===== config.mk =====
export PLATFORM = sky130hd
export DESIGN_NAME = rx_operand_loader
export DESIGN_NICKNAME = d
export VERILOG_FILES = /design/src/rtl/rx_operand_loader_pkg.sv /design/src/rtl/rx_operand_loader_rx_base.sv /design/src/rtl/rx_operand_loader.sv
export SDC_FILE = /design/constraint.sdc
export NUM_CORES = 1
export LEC_CHECK = 0
export ABC_AREA = 1
export BUFFER_PORTS_ARGS = -buffer_cell sky130_fd_sc_hd__buf_4
export CAP_MARGIN = 0
export CORE_UTILIZATION = 40
export DETAILED_ROUTE_END_ITERATION = 12
export PLACE_DENSITY = 0.62
export SLEW_MARGIN = 20
export SYNTH_ARGS = -nofsm -noshare
export SYNTH_HDL_FRONTEND = slang
export SYNTH_SLANG_ARGS = --single-unit

===== constraint.sdc =====
create_clock -name clock -period 2.3 [get_ports clock]
set_clock_uncertainty 0.15 [all_clocks]
set_input_delay 0.23 -clock clock [delete_from_list [all_inputs] [get_ports clock]]
set_output_delay 0.23 -clock clock [all_outputs]
set_load 0.01 [all_outputs]

===== src/rtl/rx_operand_loader_pkg.sv =====
// ============================================================================
// Module : rx_operand_loader_pkg
// Brief  : Shared state encodings, frame constants and byte-placement helper.
// Rev    : 1.0 - initial release
// ============================================================================
`default_nettype none

package rx_operand_loader_pkg;

  localparam int OPERAND_W         = 256;
  localparam int BYTES_PER_OPERAND = 32;
  localparam int BYTES_PER_FRAME   = 64;

  typedef enum logic [1:0] {
    IDLE    = 2'd0,
    COLLECT = 2'd1,
    DONE    = 2'd2
  } ld_state_t;

  typedef enum logic [1:0] {
    RX_IDLE  = 2'd0,
    RX_START = 2'd1,
    RX_DATA  = 2'd2,
    RX_STOP  = 2'd3
  } rx_state_t;

  // Bit offset of a byte within its operand (little-endian byte order).
  function automatic logic [7:0] byte_lsb(input logic [4:0] idx);
    return {idx, 3'b000};
  endfunction

endpackage

`default_nettype wire


===== src/rtl/rx_operand_loader_rx_base.sv =====
// ============================================================================
// Module : rx_base
// Brief  : UART 8N1 byte receiver on an already-synchronized line.
// Rev    : 1.0 - initial release
// ============================================================================
`default_nettype none

module rx_base
  import rx_operand_loader_pkg::*;
#(
  parameter int CLKS_PER_BIT = 87
) (
  input  logic       clock,
  input  logic       reset,
  input  logic       Rx_sync,
  output logic       o_data_avail,
  output logic [7:0] o_data_byte,
  output logic       o_frame_err
);

  localparam int              c_CW        = $clog2(CLKS_PER_BIT + 1);
  localparam logic [c_CW-1:0] c_LAST      = c_CW'(CLKS_PER_BIT - 1);
  localparam logic [c_CW-1:0] c_HALF_LAST = c_CW'(CLKS_PER_BIT / 2 - 1);

  rx_state_t       r_state, w_state_next;
  logic [c_CW-1:0] r_clk_cnt, w_clk_cnt_next;
  logic [2:0]      r_bit_idx, w_bit_idx_next;
  logic [7:0]      r_shift, w_shift_next;
  logic            r_prev, r_avail, r_ferr, w_avail_next, w_ferr_next;

  always_ff @(posedge clock) begin
    if (reset) begin
      r_state   <= RX_IDLE;
      r_clk_cnt <= '0;
      r_bit_idx <= '0;
      r_shift   <= '0;
      r_prev    <= 1'b1;
      r_avail   <= 1'b0;
      r_ferr    <= 1'b0;
    end else begin
      r_state   <= w_state_next;
      r_clk_cnt <= w_clk_cnt_next;
      r_bit_idx <= w_bit_idx_next;
      r_shift   <= w_shift_next;
      r_prev    <= Rx_sync;
      r_avail   <= w_avail_next;
      r_ferr    <= w_ferr_next;
    end
  end

  always_comb begin
    w_state_next   = r_state;
    w_clk_cnt_next = r_clk_cnt + 1'b1;
    w_bit_idx_next = r_bit_idx;
    w_shift_next   = r_shift;
    w_avail_next   = 1'b0;
    w_ferr_next    = 1'b0;
    case (r_state)
      RX_IDLE: begin
        w_clk_cnt_next = '0;
        if (r_prev && !Rx_sync) w_state_next = RX_START;
      end
      RX_START: begin
        // Line back high at mid start bit means a glitch, not a byte.
        if (r_clk_cnt == c_HALF_LAST) begin
          w_clk_cnt_next = '0;
          w_bit_idx_next = '0;
          w_state_next   = Rx_sync ? RX_IDLE : RX_DATA;
        end
      end
      RX_DATA: begin
        if (r_clk_cnt == c_LAST) begin
          w_clk_cnt_next = '0;
          w_shift_next   = {Rx_sync, r_shift[7:1]};
          if (r_bit_idx == 3'd7) w_state_next = RX_STOP;
          else                   w_bit_idx_next = r_bit_idx + 1'b1;
        end
      end
      RX_STOP: begin
        if (r_clk_cnt == c_LAST) begin
          w_clk_cnt_next = '0;
          w_state_next   = RX_IDLE;
          w_avail_next   = Rx_sync;
          w_ferr_next    = !Rx_sync;
        end
      end
      default: w_state_next = RX_IDLE;
    endcase
  end

  assign o_data_avail = r_avail;
  assign o_data_byte  = r_shift;
  assign o_frame_err  = r_ferr;

endmodule

`default_nettype wire


===== src/rtl/rx_operand_loader.sv =====
// ============================================================================
// Module : rx_operand_loader
// Brief  : Assembles a 64-byte UART frame into two 256-bit operands A and B.
//          Optional inter-byte timeout enabled by defining RX_TIMEOUT_EN.
// Rev    : 1.0 - initial release
// ============================================================================
`default_nettype none

module rx_operand_loader
  import rx_operand_loader_pkg::*;
#(
  parameter int CLKS_PER_BIT   = 87,
  parameter int TIMEOUT_CYCLES = 16 * CLKS_PER_BIT * 10
) (
  input  logic                 clock,
  input  logic                 reset,
  input  logic                 Rx,
  input  logic                 ack,
  output logic [OPERAND_W-1:0] A,
  output logic [OPERAND_W-1:0] B,
  output logic                 done,
  output logic                 busy,
  output logic                 err
);

  localparam logic [5:0] c_LAST_BYTE = 6'(BYTES_PER_FRAME - 1);

  logic                 r_rx_meta, r_rx_sync;
  logic                 w_byte_valid, w_frame_err, w_timeout;
  logic [7:0]           w_byte;
  ld_state_t            r_state, w_state_next;
  logic [5:0]           r_count;
  logic [OPERAND_W-1:0] r_a, r_b;
  logic                 r_err;
  logic                 w_store, w_drop;

  always_ff @(posedge clock) begin
    if (reset) begin
      r_rx_meta <= 1'b1;
      r_rx_sync <= 1'b1;
    end else begin
      r_rx_meta <= Rx;
      r_rx_sync <= r_rx_meta;
    end
  end

  rx_base #(
    .CLKS_PER_BIT (CLKS_PER_BIT)
  ) u_rx (
    .clock        (clock),
    .reset        (reset),
    .Rx_sync      (r_rx_sync),
    .o_data_avail (w_byte_valid),
    .o_data_byte  (w_byte),
    .o_frame_err  (w_frame_err)
  );

`ifdef RX_TIMEOUT_EN
  localparam int             c_TW  = $clog2(TIMEOUT_CYCLES + 2);
  localparam logic [c_TW-1:0] c_TMO = c_TW'(TIMEOUT_CYCLES);
  logic [c_TW-1:0] r_gap;

  // Gap counter restarts on every byte strobe and only runs while collecting.
  always_ff @(posedge clock) begin
    if (reset || r_state != COLLECT || w_byte_valid) r_gap <= '0;
    else if (!w_timeout)                             r_gap <= r_gap + 1'b1;
  end

  assign w_timeout = (r_state == COLLECT) && !w_byte_valid && (r_gap == c_TMO);
`else
  // Timeout disabled: constant 0, parameter kept so both builds share one interface.
  assign w_timeout = (TIMEOUT_CYCLES < 0);
`endif

  assign w_store = w_byte_valid && (r_state != DONE);
  assign w_drop  = w_byte_valid && (r_state == DONE);

  always_ff @(posedge clock) begin
    if (reset) r_state <= IDLE;
    else       r_state <= w_state_next;
  end

  always_comb begin
    w_state_next = r_state;
    case (r_state)
      IDLE:    if (w_byte_valid) w_state_next = COLLECT;
      COLLECT: begin
        if (w_byte_valid && r_count == c_LAST_BYTE) w_state_next = DONE;
        else if (w_timeout)                         w_state_next = IDLE;
      end
      DONE:    if (ack) w_state_next = IDLE;
      default: w_state_next = IDLE;
    endcase
  end

  always_ff @(posedge clock) begin
    if (reset) begin
      r_a     <= '0;
      r_b     <= '0;
      r_count <= '0;
      r_err   <= 1'b0;
    end else begin
      r_err <= w_frame_err | w_drop | w_timeout;
      if (w_store) begin
        if (r_count[5]) r_b[byte_lsb(r_count[4:0]) +: 8] <= w_byte;
        else            r_a[byte_lsb(r_count[4:0]) +: 8] <= w_byte;
        if (r_count != c_LAST_BYTE) r_count <= r_count + 1'b1;
      end
      // Counter holds at the last index in DONE until the consumer acknowledges.
      if ((r_state == DONE && ack) || w_timeout) r_count <= '0;
    end
  end

  assign A    = r_a;
  assign B    = r_b;
  assign done = (r_state == DONE);
  assign busy = (r_state == COLLECT);
  assign err  = r_err;

endmodule

`default_nettype wire


==> results of run 1 <==
metrics by stage:
stage | total power, mW | util | hold slack [ns]
2_1_floorplan | 9.87 | - | 0.184
3_3_place_gp | 9.97 | 0.502 | 0.274
3_5_place_dp | 9.97 | 0.502 | 0.267
4_1_cts | 19.9 | 0.538 | 0.172
5_1_grt | 20.3 | 0.547 | 0.208
6_report | 19.7 | 0.547 | 0.222
cells by family (layout without fill, tap and decap cells):
group / Yosys count / count (layout) / share of synthesized area
xor+xnor: 4 / 4 / 0.00147
flops: 546 / 546 / 0.458
fa+ha+maj: 8 / 8 / 0.00420
compound gates: 209 / 209 / 0.0443
buf+inv: 791 / 1444 / 0.133
simple gates: 2019 / 2023 / 0.359
final timing paths:
check	from	cells past startpoint	to	slack (ns)
min reg2reg	r_rx_meta$_SDFF_PP1_	1	r_rx_sync$_SDFF_PP1_	0.28
max	r_count[0]$_SDFFE_PP0P_	10	r_count[5]$_SDFFE_PP0P_	0.02
max reg2reg	r_count[0]$_SDFFE_PP0P_	10	r_count[5]$_SDFFE_PP0P_	0.02
min	Rx	3	r_rx_meta$_SDFF_PP1_	0.22
layer usage:
metal | GRT usage | up-vias | wire length [µm]
li1 | - | 11900 | -
met1 | 0.327 | 10200 | 35000
met2 | 0.422 | 626 | 37600
met3 | 0.0528 | 101 | 5630
met4 | 0.0733 | 0 | 1930
met5 | 0 | - | 0
cell type report:
class | instances | area (µm²)
sequential | 546 | 10900
multi-input combinational | 2244 | 10100
timing repair buffer | 709 | 5800
inverter | 629 | 2390
tap | 773 | 967
fill | 5775 | 26700
clock buffer | 77 | 1660
clock inverter | 29 | 369
flip-flops by register name, summed over array words and instances (netlist names), named ones only:
name               flops
u_rx.o_data_byte       8
r_count                6
r_rx_meta              1
u_rx.r_prev            1
err                    1
u_rx.o_data_avail      1
r_state                2
u_rx.r_state           1
u_rx.r_clk_cnt         7
u_rx.r_bit_idx         3
r_rx_sync              1
B                    256
A                    256
u_rx.o_frame_err       1
power breakdown:
part	total (mW)	internal, mW	switching [mW]
registers	9.47	9.46	0.00579
logic	0.294	0.0825	0.212
clock network	9.99	5.97	4.02
total	19.7	15.5	4.23
tightest hold or removal path, stage by stage:
cell and delay [ns]:
dlygate4sd3_1 0.53, buf_4 0.11, or2_2 0.09
placed cells by master, fill, tap and decap left out, types with 7 or more instances in the layout:
master	instances
clkbuf_16	60
nand3_4	29
nand3_2	25
nand3_1	97
nand2_1	1018
nor2_4	25
buf_12	35
inv_2	27
ha_1	7
inv_4	10
nand2_2	14
dfxtp_1	545
inv_1	589
buf_4	666
clkinv_2	15
nor2_1	688
o21ai_0	31
nand4_1	83
nor2_2	23
clkbuf_8	12
a21oi_1	161
o21ai_1	13
bufinv_16	8
what timing repair did:
item                       in CTS  in global routing
resized for setup              13                 74
buffers inserted                3                 18
gates cloned                    0                  5
setup endpoints to repair     119                350
hold endpoints to repair       14                  0
hold buffers                    3                  0
pin swaps                       1                 13
==> run metrics, run 1 <==
WL final=80,100 µm; Top FF cell, synth=dfxtp_1; synthesized net count=3,589; worst setup path class=reg2reg; Worst EP arrival=2.60 ns; number of global-route vias before repair=20.6k; Max Cap Viol=0; Max stage delay cell, worst path=buf_4; Synth Instances=3,577; Synth Register Bits=546; via count=22.9k; All-Layer GR Usage=0.253; # rows=89; Worst Tran Pin Value=0.608 ns; nets=4,200; largest net degree at the start of global routing=85; CTS sink cnt=546; initial antenna violation count=1; Crit path required time=2.62 ns; ys async rst share=0; top-count cell post-synth=nand2_1; period utilization=0.990; P&R area growth vs syn=35.0%; RSZ-0062 raised after global routing=yes; number of synthesized flops with an enable pin=0; core box area=58,900 µm²; Lkg Pwr=17.2 nW; count of cell types in the netlist=37; Final Max Slew Viols=0; Yosys top cell by area=dfxtp_1; crit-path max cell delay=0.37 ns; pwr dens=613 nW/µm²; full die area=60,600 µm²; Top Family by Delay on Critical Path=simple AND/OR/NAND/NOR gates; first-pass GRT wire length=119,000 µm; Setup WS pre-CTS=-0.315 ns; Min-Delay Path Class=in2reg; Sum Neg Setup Slack=0 ns; crit-path cells=buf_4, ha_1, buf_4, nand2_1, nor3_1, nor2_1, nand2_1, nor2_1, nand2_1, a21oi_1; TritonCTS clock tree=built; IO Count=519; placed insts=4,872; fin cells=5,007; initial core utilization=0.405; share of the synthesized area in the top cell type=0.458; top post-synthesis cells by count=1,029 x nand2_1, 717 x nor2_1, 601 x inv_1; clk_lat worst skew=0.61 ns; Via density=4.56; Antenna Violating Nets Remaining=0; top cells by area, synth=dfxtp_1 46%, nand2_1 16%, nor2_1 11%, inv_1 9.5%, a21oi_1 3.4%; Max-slew headroom=0.591; clk slew on worst S/H paths=0.06 ns; DRC Markers=0; final worst slack=0.0219 ns; fin crit period=2.28 ns; placed cell area=29,500 µm²; Num CTS Buffers=58; share of cells above drive strength 1=0.231; Die Width=246 µm; Max IR drop VDD=551 µV; Clock Path Buffers=3; f_max=439 MHz; Root Driver=clkbuf_16; Critical Path Start Type=flop; die height=246 µm; Ys Warns=0; Crit path top cell by count=nand2_1; H-tree Lvls=2; critical path endpoint category=flop; DP HPWL=58,200 µm; DR WL/cell=16.0 µm; RD Place Congestion=0.866; status=finished clean; Ant. Diodes=0; syn avg cell area=6.67 µm²; IO buf count=518; GR Overflow Total=0; sequential fraction of the synthesis area=0.458; critical path peak fanout=37; drt first-iter violations=1,399; Post-Layout Inst Area=32,200 µm²; final hold vios=0; Post-Syn Area=23,800 µm²; Final setup viols=0; Buf+Inv Stages, Crit Path=2; DR pass1 iterations=6
Note: power is estimated with default switching activity, not from simulation.
==> inputs of run 2 (changes only) <==
--- a/config.mk
+++ b/config.mk
@@ -8,9 +8,11 @@
 export ABC_AREA = 1
 export BUFFER_PORTS_ARGS = -buffer_cell sky130_fd_sc_hd__buf_4
 export CAP_MARGIN = 0
-export CORE_UTILIZATION = 40
+export CELL_PAD_IN_SITES_DETAIL_PLACEMENT = 0
+export CELL_PAD_IN_SITES_GLOBAL_PLACEMENT = 1
+export CORE_UTILIZATION = 34
 export DETAILED_ROUTE_END_ITERATION = 12
-export PLACE_DENSITY = 0.62
+export PLACE_DENSITY = 0.73
 export SLEW_MARGIN = 20
 export SYNTH_ARGS = -nofsm -noshare
 export SYNTH_HDL_FRONTEND = slang
==> run 2 against run 1 <==
  * Non-clock buffer count shrank 6
  * Clock-buffer cell count rose by 20
  * Setup slack improved by 0.10 ns
  * Worst hold slack improved by 0.027 ns
  * Flip-flop and latch count stayed put
  * Clock power about the same
  * Wire length increased by 7.3%
  * Largest power group unchanged
  * Final area up 1.1%
  * Final cell count is 3.1% higher
  * Fmax increased by 4.7%
==> run metrics, run 2 (synthesis results as in run 1) <==
largest net degree at the start of global routing=94 (+11%); fin crit period=2.17 ns (-0.103 ns); P&R area growth vs syn=36.5%; Internal=15.6 mW (+0.23%); commonest non-fill, non-tap cells in the layout=1,017 x nand2_1, 685 x nor2_1, 657 x buf_4; DR WL/cell=16.6 µm (+4.0%); Clock Path Buffers=3 (unchanged); DR pass1 iterations=5 (-1); Post-Layout Inst Area=32,600 µm² (+1.1%); DRC Markers=0 (unchanged); GR Overflow Total=0 (unchanged); die height=267 µm (+8.4%); All-Layer GR Usage=0.230 (-0.0229); WL final=86,000 µm (+7.3%); initial core utilization=0.346 (-0.0589); nets=4,198 (-0.048%); clock power share=0.506 (about the same); share of cells above drive strength 1=0.229 (-0.00155); IO Count=519 (unchanged); Lkg Pwr=17.1 nW (-0.26%); first-pass GRT wire length=126,000 µm (+5.2%); Final Max Slew Viols=0 (unchanged); RD Place Congestion=0.816 (-5.8%); CTS sink cnt=546 (unchanged); DR top layer=met4; final hold vios=0 (unchanged); placed insts=5,020 (+3.0%); Max-slew headroom=0.527 (-0.0640); clk slew on worst S/H paths=0.07 ns (about the same); Min-Delay Path Class=in2reg; worst setup path class=reg2reg; met2 routed wirelength=40,500 µm (+7.7%); NetSw=4.21 mW (-0.54%); f_max=460 MHz (+4.7%); H-tree Lvls=2 (unchanged); full die area=71,200 µm² (+17%); number of global-route vias before repair=20.6k (+0.12%); core box area=68,900 µm² (+17%); Sw Ratio=0.213 (-0.00130); commonest non-fill, non-tap cell in the layout=nand2_1; # rows=96 (+7.9%); drt first-iter violations=1,427 (+2.0%); initial antenna violation count=0 (-1); TritonCTS clock tree=built; critical path endpoint category=flop; Critical Path Start Type=flop; via count=22.7k (-0.46%); Root Driver=clkbuf_16; DP HPWL=61,600 µm (+5.9%); logic gate share of total power=0.015 (about the same); wire length on met3=5350 µm (-5.0%); Via density=4.41 (-3.5%); Worst Tran Pin Value=0.703 ns (+0.0950 ns); Max IR drop VDD=489 µV (-11%); pwr dens=607 nW/µm² (-1.0%); Worst EP arrival=2.57 ns (-0.03 ns); placed cell area=29,700 µm² (+0.42%); register share of total power=0.479 (about the same); period utilization=0.946 (-0.0449); RSZ-0062 raised after global routing=yes; Ant. Diodes=0 (unchanged); Die Width=267 µm (+8.4%); critical path peak fanout=7 (-81%); status=finished clean; Crit path required time=2.70 ns (+0.08 ns); Antenna Violating Nets Remaining=0 (unchanged); metal1 wirelength=37,400 µm (+7.0%); IO buf count=518 (unchanged); fin cells=5,163 (+3.1%); clk_lat worst skew=0.61 ns (about the same); Num CTS Buffers=60 (+3.4%); Max Cap Viol=0 (unchanged); Final setup viols=0 (unchanged)
==> run 2: changes by cell type in the layout (fill, tap and decap cells not counted), moves of 7 or more <==
cell      before  now
clkbuf_8      12   23
clkinv_2      15    7
nand3_4       29   43
nand3_2       25   12
clkbuf_1       6   13
buf_4        666  657
==> run 2: cell type report <==
cell class / instances / area (µm²)
well taps: 931 / 1160
clock buffers: 97 / 1890
fillers: 7209 / 36400
repair buffers: 703 / 5760
multi-input cells: 2246 / 10200
flip-flops and latches: 546 / 10900
clock inverters: 11 / 159
inverters: 629 / 2410
==> run 2: power groups by stage <==
| stage | clock network (mW) | logic (mW) | registers, mW |
|---|---|---|---|
| 2_1_floorplan | 0 | 0.190 | 9.68 |
| 3_3_place_gp | 0 | 0.291 | 9.68 |
| 3_5_place_dp | 0 | 0.285 | 9.68 |
| 4_1_cts | 10.2 | 0.291 | 9.47 |
| 5_1_grt | 10.7 | 0.321 | 9.46 |
| 6_report | 10.0 | 0.288 | 9.47 |
==> run 2: final timing paths <==
kind / startpoint / to / slack (ns) / cells past startpoint
worst min register to register: r_rx_meta$_SDFF_PP1_ / r_rx_sync$_SDFF_PP1_ / 0.26 / 1
worst max register to register: r_count[1]$_SDFFE_PP0P_ / A[175]$_SDFFE_PP0P_ / 0.13 / 11
worst min-delay path: Rx / r_rx_meta$_SDFF_PP1_ / 0.25 / 3
worst max-delay path: r_count[1]$_SDFFE_PP0P_ / A[175]$_SDFFE_PP0P_ / 0.13 / 11
==> run 2: critical path, cell delays in order (launching register included) <==
cell	delay, ns
dfxtp_1	0.33
inv_1	0.08
ha_4	0.18
nand2_2	0.11
nor2_4	0.08
buf_4	0.16
nor2_2	0.12
buf_4	0.22
nand4_1	0.21
inv_1	0.13
nand2_1	0.17
a21oi_1	0.18
==> run 2: layer usage <==
layer  up-vias  GRT usage
met2       575      0.380
met3       130     0.0497
met1     10200      0.296
met4         0     0.0767
met5         -          0
li1      11900          -
==> run 2: metrics by stage <==
stage	util	setup slack (ns)	total power [mW]	setup TNS, ns	hold slack [ns]
after floorplan	-	0.00604	9.87	0	0.184
after global routing	0.472	-0.0363	20.4	-0.346	0.252
after global placement	0.430	-0.248	9.97	-5.83	0.242
after CTS	0.464	-0.0206	20.0	-0.136	0.229
after detailed placement	0.430	-0.284	9.96	-13.04	0.244
final	0.472	0.125	19.8	0	0.249
==> run 2: repair_timing <==
action | in CTS | in global routing
hold buffers | 3 | 0
buffers inserted | 5 | 18
cloned | 0 | 9
pin swaps | 8 | 15
setup endpoints to repair | 227 | 417
gates resized for setup | 44 | 70
hold endpoints to repair | 34 | 0
==> inputs of run 3 (changes only) <==
--- a/config.mk
+++ b/config.mk
@@ -5,12 +5,12 @@
 export SDC_FILE = /design/constraint.sdc
 export NUM_CORES = 1
 export LEC_CHECK = 0
-export ABC_AREA = 1
+export ABC_AREA = 0
 export BUFFER_PORTS_ARGS = -buffer_cell sky130_fd_sc_hd__buf_4
 export CAP_MARGIN = 0
 export CELL_PAD_IN_SITES_DETAIL_PLACEMENT = 0
 export CELL_PAD_IN_SITES_GLOBAL_PLACEMENT = 1
-export CORE_UTILIZATION = 34
+export CORE_UTILIZATION = 36
 export DETAILED_ROUTE_END_ITERATION = 12
 export PLACE_DENSITY = 0.73
 export SLEW_MARGIN = 20
==> run 3 against run 2 <==
  * The flow now finishes with violations (negative setup slack)
  * Register-to-register slack worse by 0.21 ns
  * Die area decreased by 18%
  * Global-route usage increased by 1.2 points
  * Flip-flop and latch count stayed put
  * Sequential power about the same
  * Sequential share of layout area grew 3.4 points
  * Critical path depth is 2 lower
  * Total power decreased by 4.0%
  * Fmax fell by 8.9%
  * First-iteration DRC count fell by 37%
  * Synthesized cell count fell by 42%
  * Wire length fell by 14%
  * Critical endpoint is now B[188]$_SDFFE_PP0P_
  * Largest power group is now registers
==> run metrics, run 3 <==
status=finished, violations left; failing checks=negative setup slack; crit-path max cell delay=0.41 ns (+0.08 ns); clk_lat worst skew=0.60 ns (about the same); number of synthesized flops with an enable pin=0 (unchanged); CTS sink cnt=546 (unchanged); first-pass GRT wire length=109,000 µm (-14%); TritonCTS clock tree=built; commonest non-fill, non-tap cells in the layout=590 x buf_4, 544 x dfxtp_1, 497 x nand2_1; core box area=56,600 µm² (-18%); Post-Syn Area=20,700 µm² (-13%); critical path endpoint category=flop; RD Place Congestion=0.824 (+0.98%); count of cell types in the netlist=65 (+76%); Final setup viols=39 (+39); commonest non-fill, non-tap cell in the layout=buf_4; full die area=58,500 µm² (-18%); Die Width=242 µm (-9.3%); number of global-route vias before repair=16.9k (-18%); Worst EP arrival=2.72 ns (+0.15 ns); Ys Warns=0 (unchanged); # rows=87 (-9.4%); DR pass1 iterations=5 (unchanged); Fillers=5,195 (-28%); Max-slew headroom=0.200 (-0.326); All-Layer GR Usage=0.242 (+0.0118); Ant. Diodes=0 (unchanged); Crit path required time=2.63 ns (-0.07 ns); P&R area growth vs syn=42.8%; DRC Markers=0 (unchanged); top-count cell post-synth=dfxtp_1; final worst slack=-0.0866 ns (-0.212 ns); period utilization=1.04 (+0.0920); DP HPWL=51,400 µm (-17%); IO buf count=518 (unchanged); Num CTS Buffers=57 (-5.0%); RSZ-0062 raised after global routing=yes; Min-Delay Path Class=in2reg; Max IR drop VDD=593 µV (+21%); share of the synthesized area in the top cell type=0.528 (+0.0692); top post-synthesis cells by count=546 x dfxtp_1, 515 x nand2_1, 436 x mux2i_1; DR WL/cell=21.0 µm (+26%); clk slew on worst S/H paths=0.06 ns (about the same); Top FF cell, synth=dfxtp_1; via count=17.1k (-25%); critical path peak fanout=8 (+1); IO Count=519 (unchanged); worst setup path class=reg2reg; largest net degree at the start of global routing=232 (+150%); Top Family by Delay on Critical Path=simple AND/OR/NAND/NOR gates; Antenna Violating Nets Remaining=0 (unchanged); Synth Register Bits=546 (unchanged); Setup WS pre-CTS=-0.266 ns (+0.0185 ns); Max stage delay cell, worst path=or3b_4; drt first-iter violations=898 (-37%); Worst Tran Pin Value=1.20 ns (+0.497 ns); Synth Instances=2,076 (-42%); initial core utilization=0.366 (+0.0202); Final Max Slew Viols=0 (unchanged); crit-path cells=inv_2, ha_4, or3b_4, a311oi_4, or2_4, buf_12, buf_6, nand3_4, mux2i_1; initial antenna violation count=2 (+2); top cells by area, synth=dfxtp_1 53%, mux2i_1 21%, nand2_1 9.3%, o21ai_0 2.2%, nand3_1 2.0%; fin crit period=2.39 ns (+0.212 ns); GR Overflow Total=0 (unchanged); Sum Neg Setup Slack=-1.01 ns (-1.01 ns); Root Driver=clkbuf_16; share of cells above drive strength 1=0.332 (+0.102); ys async rst share=0 (unchanged); Max Cap Viol=0 (unchanged); Buf+Inv Stages, Crit Path=3 (-1); pwr dens=641 nW/µm² (+5.6%); Critical Path Start Type=flop; H-tree Lvls=2 (unchanged); Yosys top cell by area=dfxtp_1; sequential fraction of the synthesis area=0.528 (+0.0692); syn avg cell area=9.98 µm² (+50%); Via density=4.90 (+11%); Lkg Pwr=12.6 nW (-26%); WL final=73,600 µm (-14%); synthesized net count=2,088 (-42%); die height=242 µm (-9.3%); f_max=419 MHz (-8.9%); nets=2,711 (-35%); Clock Path Buffers=3 (unchanged); final hold vios=0 (unchanged)
[run 3: changes by cell type after synthesis, sizes merged, moves of 10 or more]
cell    previous run  this run
inv              627        10
nor2b              0        13
nand3            147        93
mux2i              0       437
o21ai             44        93
buf               87        29
nand2b             0        10
a21oi            162        30
nor2             736       134
nand4             89         2
nand2           1036       520
[run 3: metal layers]
layer,up-vias,global-route usage,part of all wire
li1,8266,-,-
met1,8257,0.315,0.43
met3,93,0.0552,0.065
met5,-,0,0
met2,517,0.396,0.47
met4,0,0.0754,0.025
[run 3: worst min-delay path: cells and delay by family]
family                 cells  cell delay [ns]
buffers and inverters      2             0.62
and+or+nand+nor            1             0.09
[run 3: layout make-up]
| class | instances | area [µm²] | share of cell area |
|---|---|---|---|
| inverters | 11 | 53.8 | 0.00182 |
| multi-input cells | 1411 | 9770 | 0.330 |
| well taps | 756 | 946 | 0.0320 |
| repair buffers | 672 | 5960 | 0.202 |
| clock inverters | 16 | 173 | 0.00584 |
| clock buffers | 88 | 1740 | 0.0587 |
| flip-flops and latches | 546 | 10900 | 0.370 |
[run 3: repair_timing]
action | in CTS | in global routing
hold endpoints to repair | 11 | 0
gates resized for setup | 29 | 90
setup buffers | 22 | 20
gates cloned | 5 | 1
setup endpoints to repair | 383 | 398
pin swaps | 22 | 28
hold buffers | 3 | 0
[run 3: logic make-up after synthesis]
family | count (synthesis) | share of synthesized area
AOI/OAI and AO/OA | 138 | 0.0365
xor gates and xnor gates | 10 | 0.00550
adders and majority gates | 8 | 0.00483
buffers and inverters | 123 | 0.0260
DFF | 546 | 0.528
muxes | 439 | 0.213
and+or+nand+nor | 812 | 0.187
[run 3: final timing paths]
kind                            cells after the start                    to  slack [ns]                     from
worst min-delay path                                3  r_rx_meta$_SDFF_PP1_        0.22                       Rx
worst max-delay path                                9   B[188]$_SDFFE_PP0P_       -0.09  r_count[1]$_SDFFE_PP0P_
worst max register to register                      9   B[188]$_SDFFE_PP0P_       -0.09  r_count[1]$_SDFFE_PP0P_
worst min register to register                      1  r_rx_sync$_SDFF_PP1_        0.26     r_rx_meta$_SDFF_PP1_
[run 3: where the power goes]
group	internal, mW	switching, mW	total (mW)	leakage, nW
clock	5.51	3.81	9.32	0.942
combinational	0.0252	0.162	0.187	7.29
sequential	9.46	0.00515	9.46	4.40
[run 3: through the flow]
stage	std cells	power [mW]	util	hold slack [ns]	cell area [µm²]
after global placement	3348	9.85	0.470	0.249	26600
after floorplan	2076	9.81	-	0.184	20800
after global routing	3500	19.6	0.523	0.210	29600
after detailed placement	3348	9.85	0.470	0.250	26600
after CTS	3482	19.1	0.513	0.186	29100
final	3500	19.0	0.523	0.223	29600
